File: config.mk
export PLATFORM = sky130hd
export DESIGN_NAME = alu_mdu
export DESIGN_NICKNAME = d
export VERILOG_FILES = /design/src/rtl/alu_mdu.sv
export SDC_FILE = /design/constraint.sdc
export NUM_CORES = 1
export LEC_CHECK = 0
export ABC_AREA = 1
export CAP_MARGIN = 15
export CORE_ASPECT_RATIO = 0.75
export CORE_UTILIZATION = 58
export DETAILED_ROUTE_END_ITERATION = 16
export PLACE_DENSITY_LB_ADDON = 0.08
export REMOVE_ABC_BUFFERS = 1
export SYNTH_ARGS = -nofsm -noshare
export SYNTH_HDL_FRONTEND = slang
export SYNTH_SLANG_ARGS = --single-unit
File: constraint.sdc
create_clock -name clk -period 2.8 [get_ports clk]
set_input_delay 0.56 -clock clk [delete_from_list [all_inputs] [get_ports clk]]
set_output_delay 0.56 -clock clk [all_outputs]
set_load 0.005 [all_outputs]
File: src/rtl/alu_mdu.sv
// alu_mdu: registered Hack-style ALU plus an iterative unsigned MUL/DIVU/REMU unit behind valid/ready.
// Build option ALU_MDU_DIV_EN adds the restoring divider; without it op 10/11 return 0 with err set.
module alu_mdu #(
  parameter int WIDTH = 16
) (
  input  logic             clk,
  input  logic             reset,
  input  logic             cmd_valid,
  output logic             cmd_ready,
  input  logic [1:0]       op,
  input  logic [5:0]       ctrl,
  input  logic [WIDTH-1:0] a,
  input  logic [WIDTH-1:0] b,
  output logic             res_valid,
  input  logic             res_ready,
  output logic [WIDTH-1:0] result,
  output logic             zr,
  output logic             ng,
  output logic             err
);

  localparam int CW = $clog2(WIDTH) + 1;
  localparam logic [CW-1:0] CNT_ZERO = {CW{1'b0}};
  localparam logic [CW-1:0] CNT_ONE  = {{(CW-1){1'b0}}, 1'b1};
  localparam logic [CW-1:0] CNT_LAST = CW'(WIDTH - 1);
  localparam logic [1:0]    OP_ALU   = 2'b00;
  localparam logic [1:0]    OP_MUL   = 2'b01;
`ifdef ALU_MDU_DIV_EN
  localparam logic [1:0]    OP_DIVU  = 2'b10;
`endif

  typedef enum logic [1:0] {
    S_IDLE = 2'b00,
    S_BUSY = 2'b01,
    S_DONE = 2'b10
  } state_e;

  state_e           state_q, state_d;
  logic [CW-1:0]    cnt_q, cnt_d;
  logic [1:0]       op_q, op_d;
  // x: multiplicand (MUL) or dividend shifting into quotient (DIV); y: multiplier or divisor
  logic [WIDTH-1:0] x_q, x_d;
  logic [WIDTH-1:0] y_q, y_d;
  logic [WIDTH-1:0] acc_q, acc_d;
  logic [WIDTH-1:0] result_q, result_d;
  logic             err_q, err_d;
  logic [WIDTH-1:0] mul_acc_s;
  logic [WIDTH-1:0] fin_res_s;
  logic             fin_err_s;

  function automatic logic [WIDTH-1:0] hack_alu(
    input logic [5:0]       c,
    input logic [WIDTH-1:0] x,
    input logic [WIDTH-1:0] y
  );
    logic [WIDTH-1:0] xo;
    logic [WIDTH-1:0] yo;
    logic [WIDTH-1:0] fo;
    xo = c[5] ? {WIDTH{1'b0}} : x;
    xo = c[4] ? ~xo : xo;
    yo = c[3] ? {WIDTH{1'b0}} : y;
    yo = c[2] ? ~yo : yo;
    fo = c[1] ? (xo + yo) : (xo & yo);
    return c[0] ? ~fo : fo;
  endfunction

  // One shift-add step: add the multiplicand when the current multiplier bit is set.
  always_comb begin
    mul_acc_s = y_q[0] ? (acc_q + x_q) : acc_q;
  end

`ifdef ALU_MDU_DIV_EN
  logic [WIDTH:0]   rem_sh_s;
  logic             div_ge_s;
  logic [WIDTH-1:0] rem_next_s;
  logic [WIDTH-1:0] quo_next_s;

  // One restoring-division step; a zero divisor naturally yields all-ones quotient and remainder=a.
  always_comb begin
    rem_sh_s   = {acc_q, x_q[WIDTH-1]};
    div_ge_s   = (rem_sh_s >= {1'b0, y_q});
    rem_next_s = div_ge_s ? (rem_sh_s[WIDTH-1:0] - y_q) : rem_sh_s[WIDTH-1:0];
    quo_next_s = {x_q[WIDTH-2:0], div_ge_s};
  end
`endif

  // Next-state, datapath and result selection.
  always_comb begin
    state_d   = state_q;
    cnt_d     = cnt_q;
    op_d      = op_q;
    x_d       = x_q;
    y_d       = y_q;
    acc_d     = acc_q;
    result_d  = result_q;
    err_d     = err_q;
    fin_res_s = {WIDTH{1'b0}};
    fin_err_s = 1'b0;

    case (state_q)
      S_IDLE: begin
        if (cmd_valid) begin
          cnt_d = CNT_ZERO;
          op_d  = op;
          x_d   = a;
          y_d   = b;
          acc_d = {WIDTH{1'b0}};
          case (op)
            OP_ALU: begin
              result_d = hack_alu(ctrl, a, b);
              err_d    = 1'b0;
              state_d  = S_DONE;
            end
            OP_MUL: begin
              state_d = S_BUSY;
            end
            default: begin
`ifdef ALU_MDU_DIV_EN
              state_d = S_BUSY;
`else
              result_d = {WIDTH{1'b0}};
              err_d    = 1'b1;
              state_d  = S_DONE;
`endif
            end
          endcase
        end else begin
          state_d = S_IDLE;
        end
      end

      S_BUSY: begin
        cnt_d = cnt_q + CNT_ONE;
        case (op_q)
          OP_MUL: begin
            acc_d     = mul_acc_s;
            x_d       = x_q << 1;
            y_d       = y_q >> 1;
            fin_res_s = mul_acc_s;
            fin_err_s = 1'b0;
          end
          default: begin
`ifdef ALU_MDU_DIV_EN
            acc_d     = rem_next_s;
            x_d       = quo_next_s;
            fin_res_s = (op_q == OP_DIVU) ? quo_next_s : rem_next_s;
            fin_err_s = (y_q == {WIDTH{1'b0}});
`else
            fin_res_s = {WIDTH{1'b0}};
            fin_err_s = 1'b1;
`endif
          end
        endcase
        if (cnt_q == CNT_LAST) begin
          result_d = fin_res_s;
          err_d    = fin_err_s;
          state_d  = S_DONE;
        end else begin
          state_d = S_BUSY;
        end
      end

      S_DONE: begin
        if (res_ready) begin
          state_d = S_IDLE;
        end else begin
          state_d = S_DONE;
        end
      end

      default: begin
        state_d = S_IDLE;
      end
    endcase
  end

  // State and datapath registers; reset discards any operation in flight.
  always_ff @(posedge clk or posedge reset) begin
    if (reset) begin
      state_q  <= S_IDLE;
      cnt_q    <= CNT_ZERO;
      op_q     <= 2'b00;
      x_q      <= {WIDTH{1'b0}};
      y_q      <= {WIDTH{1'b0}};
      acc_q    <= {WIDTH{1'b0}};
      result_q <= {WIDTH{1'b0}};
      err_q    <= 1'b0;
    end else begin
      state_q  <= state_d;
      cnt_q    <= cnt_d;
      op_q     <= op_d;
      x_q      <= x_d;
      y_q      <= y_d;
      acc_q    <= acc_d;
      result_q <= result_d;
      err_q    <= err_d;
    end
  end

  assign cmd_ready = (state_q == S_IDLE);
  assign res_valid = (state_q == S_DONE);
  assign result    = result_q;
  assign err       = err_q;
  assign zr        = (result_q == {WIDTH{1'b0}});
  assign ng        = result_q[WIDTH-1];

endmodule
# == After elaboration in Yosys (flattened, before gate mapping) ==
# Cells that the tools add are included.
# word_totals
inputBits,44
output_inout_bits,21
reg_bits,74
elab_cells,65
# op_classes
n_eq_ne,9
bitwise_logic,4
n_addsub,3
n_mux,33
n_reduce_logical,8
# op_table
cell,n
two-way mux 16 bit,16
case mux 16 bit (2 select lines),5
inverter 16 bit,3
adder 16 bit,2
bitwise AND 16 bit,1
logical NOT 16 bit,1
case mux 5 bit (2 select lines),1
two-way mux 2 bit,4
"== test 2 x 1 -> 1 bit, second input constant",3
"inequality test 2 bit, second input constant",3
case mux 2 bit (3 select lines),1
"adder 5 x 1 -> 5 bit, second input constant",1
"== test 5 x 4 -> 1 bit, second input constant",1
two-way mux 5 bit,1
logical NOT 2 bit,2
case mux 1 bit (2 select lines),2
AND reduction 2 bit,2
AND reduction 4 bit,1
two-way mux 1 bit,3
AND reduction 3 bit,1
"== test 2 bit, second input constant",1
"inequality test 2 x 1 -> 1 bit, second input constant",1
nonzero test 2 bit,1

# == Logic depth before layout (Yosys ltp) ==
# logic_depth
depth_word,10
ltp_mapped,18
depth_no_buf,18

# == Worst setup path before layout ==
# No wires, ideal clock.
# synth_timing
kind,input-to-reg
startpoint,input ctrl[5]
endpoint,"register result_q[6], in the netlist result[6]"
path_buffers,1
arrival_time_ns,2.618
path_stages,15
required_ns,2.678
setup_time_ns,0.122
setup_slack_ns,0.060
cell_sequence,inv_1 > clkbuf_1 > nand2_1 > xnor2_1 > ha_1 > fa_1 > nand3_1 > nand3_1 > nand2_1 > nand2_1 > xor2_1 > o21ai_0 > nand2_1 > nand3_1 > a21oi_1
# synth_via
elab_chain_len,10
elab_cells_between_ends,11
classes_between,add/sub: 1; mux: 7; bitwise: 3
# synth_rtl
element,line_no,rtl
from (decl),11,"input logic [5:0] ctrl,"
two-way mux 16 bit *,59,xo = c[5] ? {WIDTH{1'b0}} : x;
inverter 16 bit,60,xo = c[4] ? ~xo : xo;
two-way mux 16 bit *,60,
adder 16 bit or bitwise AND 16 bit (tied branches),63,fo = c[1] ? (xo + yo) : (xo & yo);
two-way mux 16 bit *,63,
inverter 16 bit,64,return c[0] ? ~fo : fo;
two-way mux 16 bit *,64,
case mux 16 bit (2 select lines) *,108,case (op)
two-way mux 16 bit *,102,if (cmd_valid) begin
case mux 16 bit (2 select lines) *,100,case (state_q)
to (signal assigned),186,result_q <= {WIDTH{1'b0}};
to (signal assigned),195,result_q <= result_d;
to (decl),45,"logic [WIDTH-1:0] result_q, result_d;"
# Mark *: on every way between the ends. The rest lies on a longest branch, timed or not. The select of a mux whose other input is x is not followed.
# A chain may end at the register's enable or synchronous reset.

# == Worst setup path after layout ==
# layout_timing
startpoint,input ctrl[3]
endpoint,"register result_q[4], in the netlist result[4]"
# layout_via
elab_chain_len,10
elab_cells_between_ends,11
classes_between,add/sub: 1; mux: 7; bitwise: 3
# layout_rtl
element,line_no,rtl
two-way mux 16 bit *,61,yo = c[3] ? {WIDTH{1'b0}} : y;
inverter 16 bit,62,yo = c[2] ? ~yo : yo;
two-way mux 16 bit *,62,
adder 16 bit or bitwise AND 16 bit (tied branches),63,
two-way mux 16 bit *,63,
inverter 16 bit,64,
two-way mux 16 bit *,64,
case mux 16 bit (2 select lines) *,108,
two-way mux 16 bit *,102,
case mux 16 bit (2 select lines) *,100,
# Marked as above.

==> results.json <==
{
  "clkPwrFrac_pct": 18.2,
  "synth_cells": 912,
  "holdBufCountCts": 0,
  "ir_drop_uv": 520,
  "comb_power_share_pct": 53.8,
  "arrival_ps": 2950,
  "path_clk_slew_ps": 70,
  "min_period_ps": 2680,
  "hold_viol": 0,
  "layout_common_cells": "258 x nand2_1, 145 x inv_1, 74 x dfrtp_1",
  "maxSlewViolCount": 0,
  "cts_htree_levels": 3,
  "dr.pass1.iters": 5,
  "antenna_found_initial": 0,
  "diodes": 0,
  "wl_per_cell_microns": 15.8,
  "crit_type": "input port to flip-flop",
  "utilization_pct": 76.4,
  "cts_root_buf": "clkbuf_16",
  "fin_cells": 1150,
  "drc": 0,
  "n_fill_cell": 794,
  "setup_viol": 0,
  "worst_ep_required_time_ps": 3060,
  "netlist.top_cell.by_area": "dfrtp_1",
  "cellInternalPower_mw": 3.71,
  "syn2layout_area_growth_pct": 26.4,
  "numCtsBuffers": 9,
  "antenna_left": 0,
  "r2r-start": "state_q[1]",
  "routed_via_density": 5.63,
  "syn_area_sq_mm": 0.00629,
  "drv_cap": 0,
  "dp_slack_ps": -405,
  "dp.cells": 1124,
  "start_kind": "input port",
  "syn_avg_cell_area_sq_um": 6.90,
  "vias": 6475,
  "rows": 32,
  "final_common_cell": "nand2_1",
  "drive_gt1_share_pct": 17.1,
  "ios": 65,
  "first_global_vias": 6163,
  "io_buffers": 64,
  "hpwl_microns": 13000,
  "pwr-share-seq_pct": 28.0,
  "period_share_pct": 95.9,
  "synth_seq_area_share_pct": 29.4,
  "hp-class": "flip-flop to flip-flop",
  "finClkSkew_ps": 10.0,
  "hold_slack_ps": 509,
  "drt-initial-drc-count": 477,
  "slew-limit-headroom_pct": 46.9,
  "grt_usage_pct": 32.1,
  "grt_pass1_wl_microns": 28400,
  "die_area_sq_mm": 0.0113,
  "core_region_area_sq_mm": 0.0104,
  "grt_overflow_total": 0,
  "wl_microns": 18200,
  "synth_top_area_share_pct": 29.4,
  "synthDistinctLibCells": 39,
  "dieWidth_microns": 122,
  "switching_share_pct": 45.3,
  "total_power_mw": 6.78,
  "cts_tree": "done",
  "start_util_pct": 60.4,
  "cp_max_fo": 4,
  "fmax_ghz": 0.372,
  "ctsLongestPathBuffers": 2,
  "status": "completed",
  "clkSinkCount": 74,
  "worstHoldStart": "op_q[0]",
  "place_congestion": 0.924,
  "ys_ff_latch": 74,
  "leakage_nw": 3.98,
  "critPathLaunch": "ctrl[3]",
  "grt_max_degree": 64,
  "nets": 1088,
  "synth_warnings": 0,
  "synth.area.top_cells": "dfrtp_1 29%, nand2_1 16%, inv_1 8.9%",
  "p_per_area_mw_per_mm2": 852,
  "clk_latency_ps": 350,
  "p_sw_mw": 3.07,
  "die_height_microns": 92.2,
  "end_kind": "flip-flop",
  "fin_ws_ps": 115,
  "worst_slew_pin_slew_ps": 796
}
-- stage by stage --
stage	TNS [ps]	cell area (sq um)
after floorplan	0	6090
after global placement	-2790	7290
after detailed placement	-4140	7290
after CTS	0	7600
after global routing	-70.9	7950
final	0	7950
-- final cells by class --
cell class                      instances  area (sq um)  area share (%)
Clock buffer                            9           225            2.83
Sequential cell                        74          1850            23.3
Inverter                              157           597            7.51
Clock inverter                          7          82.6            1.04
Timing Repair Buffer                  121          1130            14.2
Multi-Input combinational cell        646          3900            49.0
Tap cell                              136           170            2.14
-- flip-flops by register name (all words and copies together) (netlist names) --
register and count:
acc_q 16, result 16, x_q 16, y_q 16, cnt_q 5, op_q 2
state_q 2, err 1
-- critical path: stages --
cell	delay, ps
clkdlybuf4s50_1	480
inv_2	70
nand2_1	70
xor2_1	150
inv_1	60
ha_2	190
fa_2	380
nand3_1	90
nand3_2	110
nand2_1	80
nand2_1	50
o22ai_1	220
xor2_1	220
nand2_1	80
a31oi_1	140
-- metal layers --
metal / up-vias / routed length, microns / part of all wire, % / GRT usage [%]
li1: 3102 / - / - / -
met5: - / 0 / 0 / 0
met1: 3039 / 7960 / 44 / 42.9
met4: 0 / 416 / 2.3 / 12.1
met2: 290 / 8380 / 46 / 51.2
met3: 44 / 1440 / 7.9 / 5.97
-- cell families after synthesis --
family                   after synthesis  synth area share (%)
AO/OA/AOI/OAI                        162                  17.6
XOR/XNOR                              48                  6.68
adder cells (fa/ha/maj)               35                  7.20
flip-flops                            74                  29.4
AND/OR/NAND/NOR                      401                  26.4
buffers and inverters                192                  12.7
-- cells in the mapped netlist --
library cell,count
inv_2,4
ha_1,33
o22ai_1,5
o31ai_1,1
nand2_2,1
o21ai_1,18
nand2_4,1
o211ai_1,12
clkinv_1,1
o21ai_2,16
buf_2,16
a22o_1,1
buf_8,4
o21bai_1,2
buf_1,5
dfrtp_1,74
xor2_1,41
inv_4,3
nand3_1,64
a21oi_2,1
nand2_1,270
nor2_2,1
nor3_1,5
clkbuf_1,8
or2_2,3
inv_1,149
a31oi_1,9
nor2_8,2
buf_4,2
o211ai_2,22
nor2_1,49
a21boi_0,1
nand3_2,1
nor4_1,4
o21ai_0,25
fa_1,2
o221ai_1,1
xnor2_1,7
a21oi_1,48
-- final timing paths --
check	endpoint	slack, ps	depth (start not counted)
min in group asynchronous	y_q[0]	590	2
hold / removal	op_q[0]	510	2
hold reg to reg	op_q[0]	510	2
setup / recovery	result[4]	120	15
max in group asynchronous	acc_q[14]	1470	3
setup reg to reg	result[15]	570	9
-- power groups by stage --
stage	clock network, mW	logic, mW	registers [mW]
finish	1.24	3.64	1.90
global route	1.28	4.05	1.94
CTS	1.23	3.44	1.88
detailed placement	0	3.40	1.89
global placement	0	3.26	1.87
floorplan	0	2.27	1.80
-- repair_timing --
item	CTS	global route
buffers inserted	0	8
cloned	0	2
gates resized for setup	4	46
endpoints found under the setup margin	4	13
pin swaps	0	5
No activity file was read; power rests on OpenSTA's default activity.
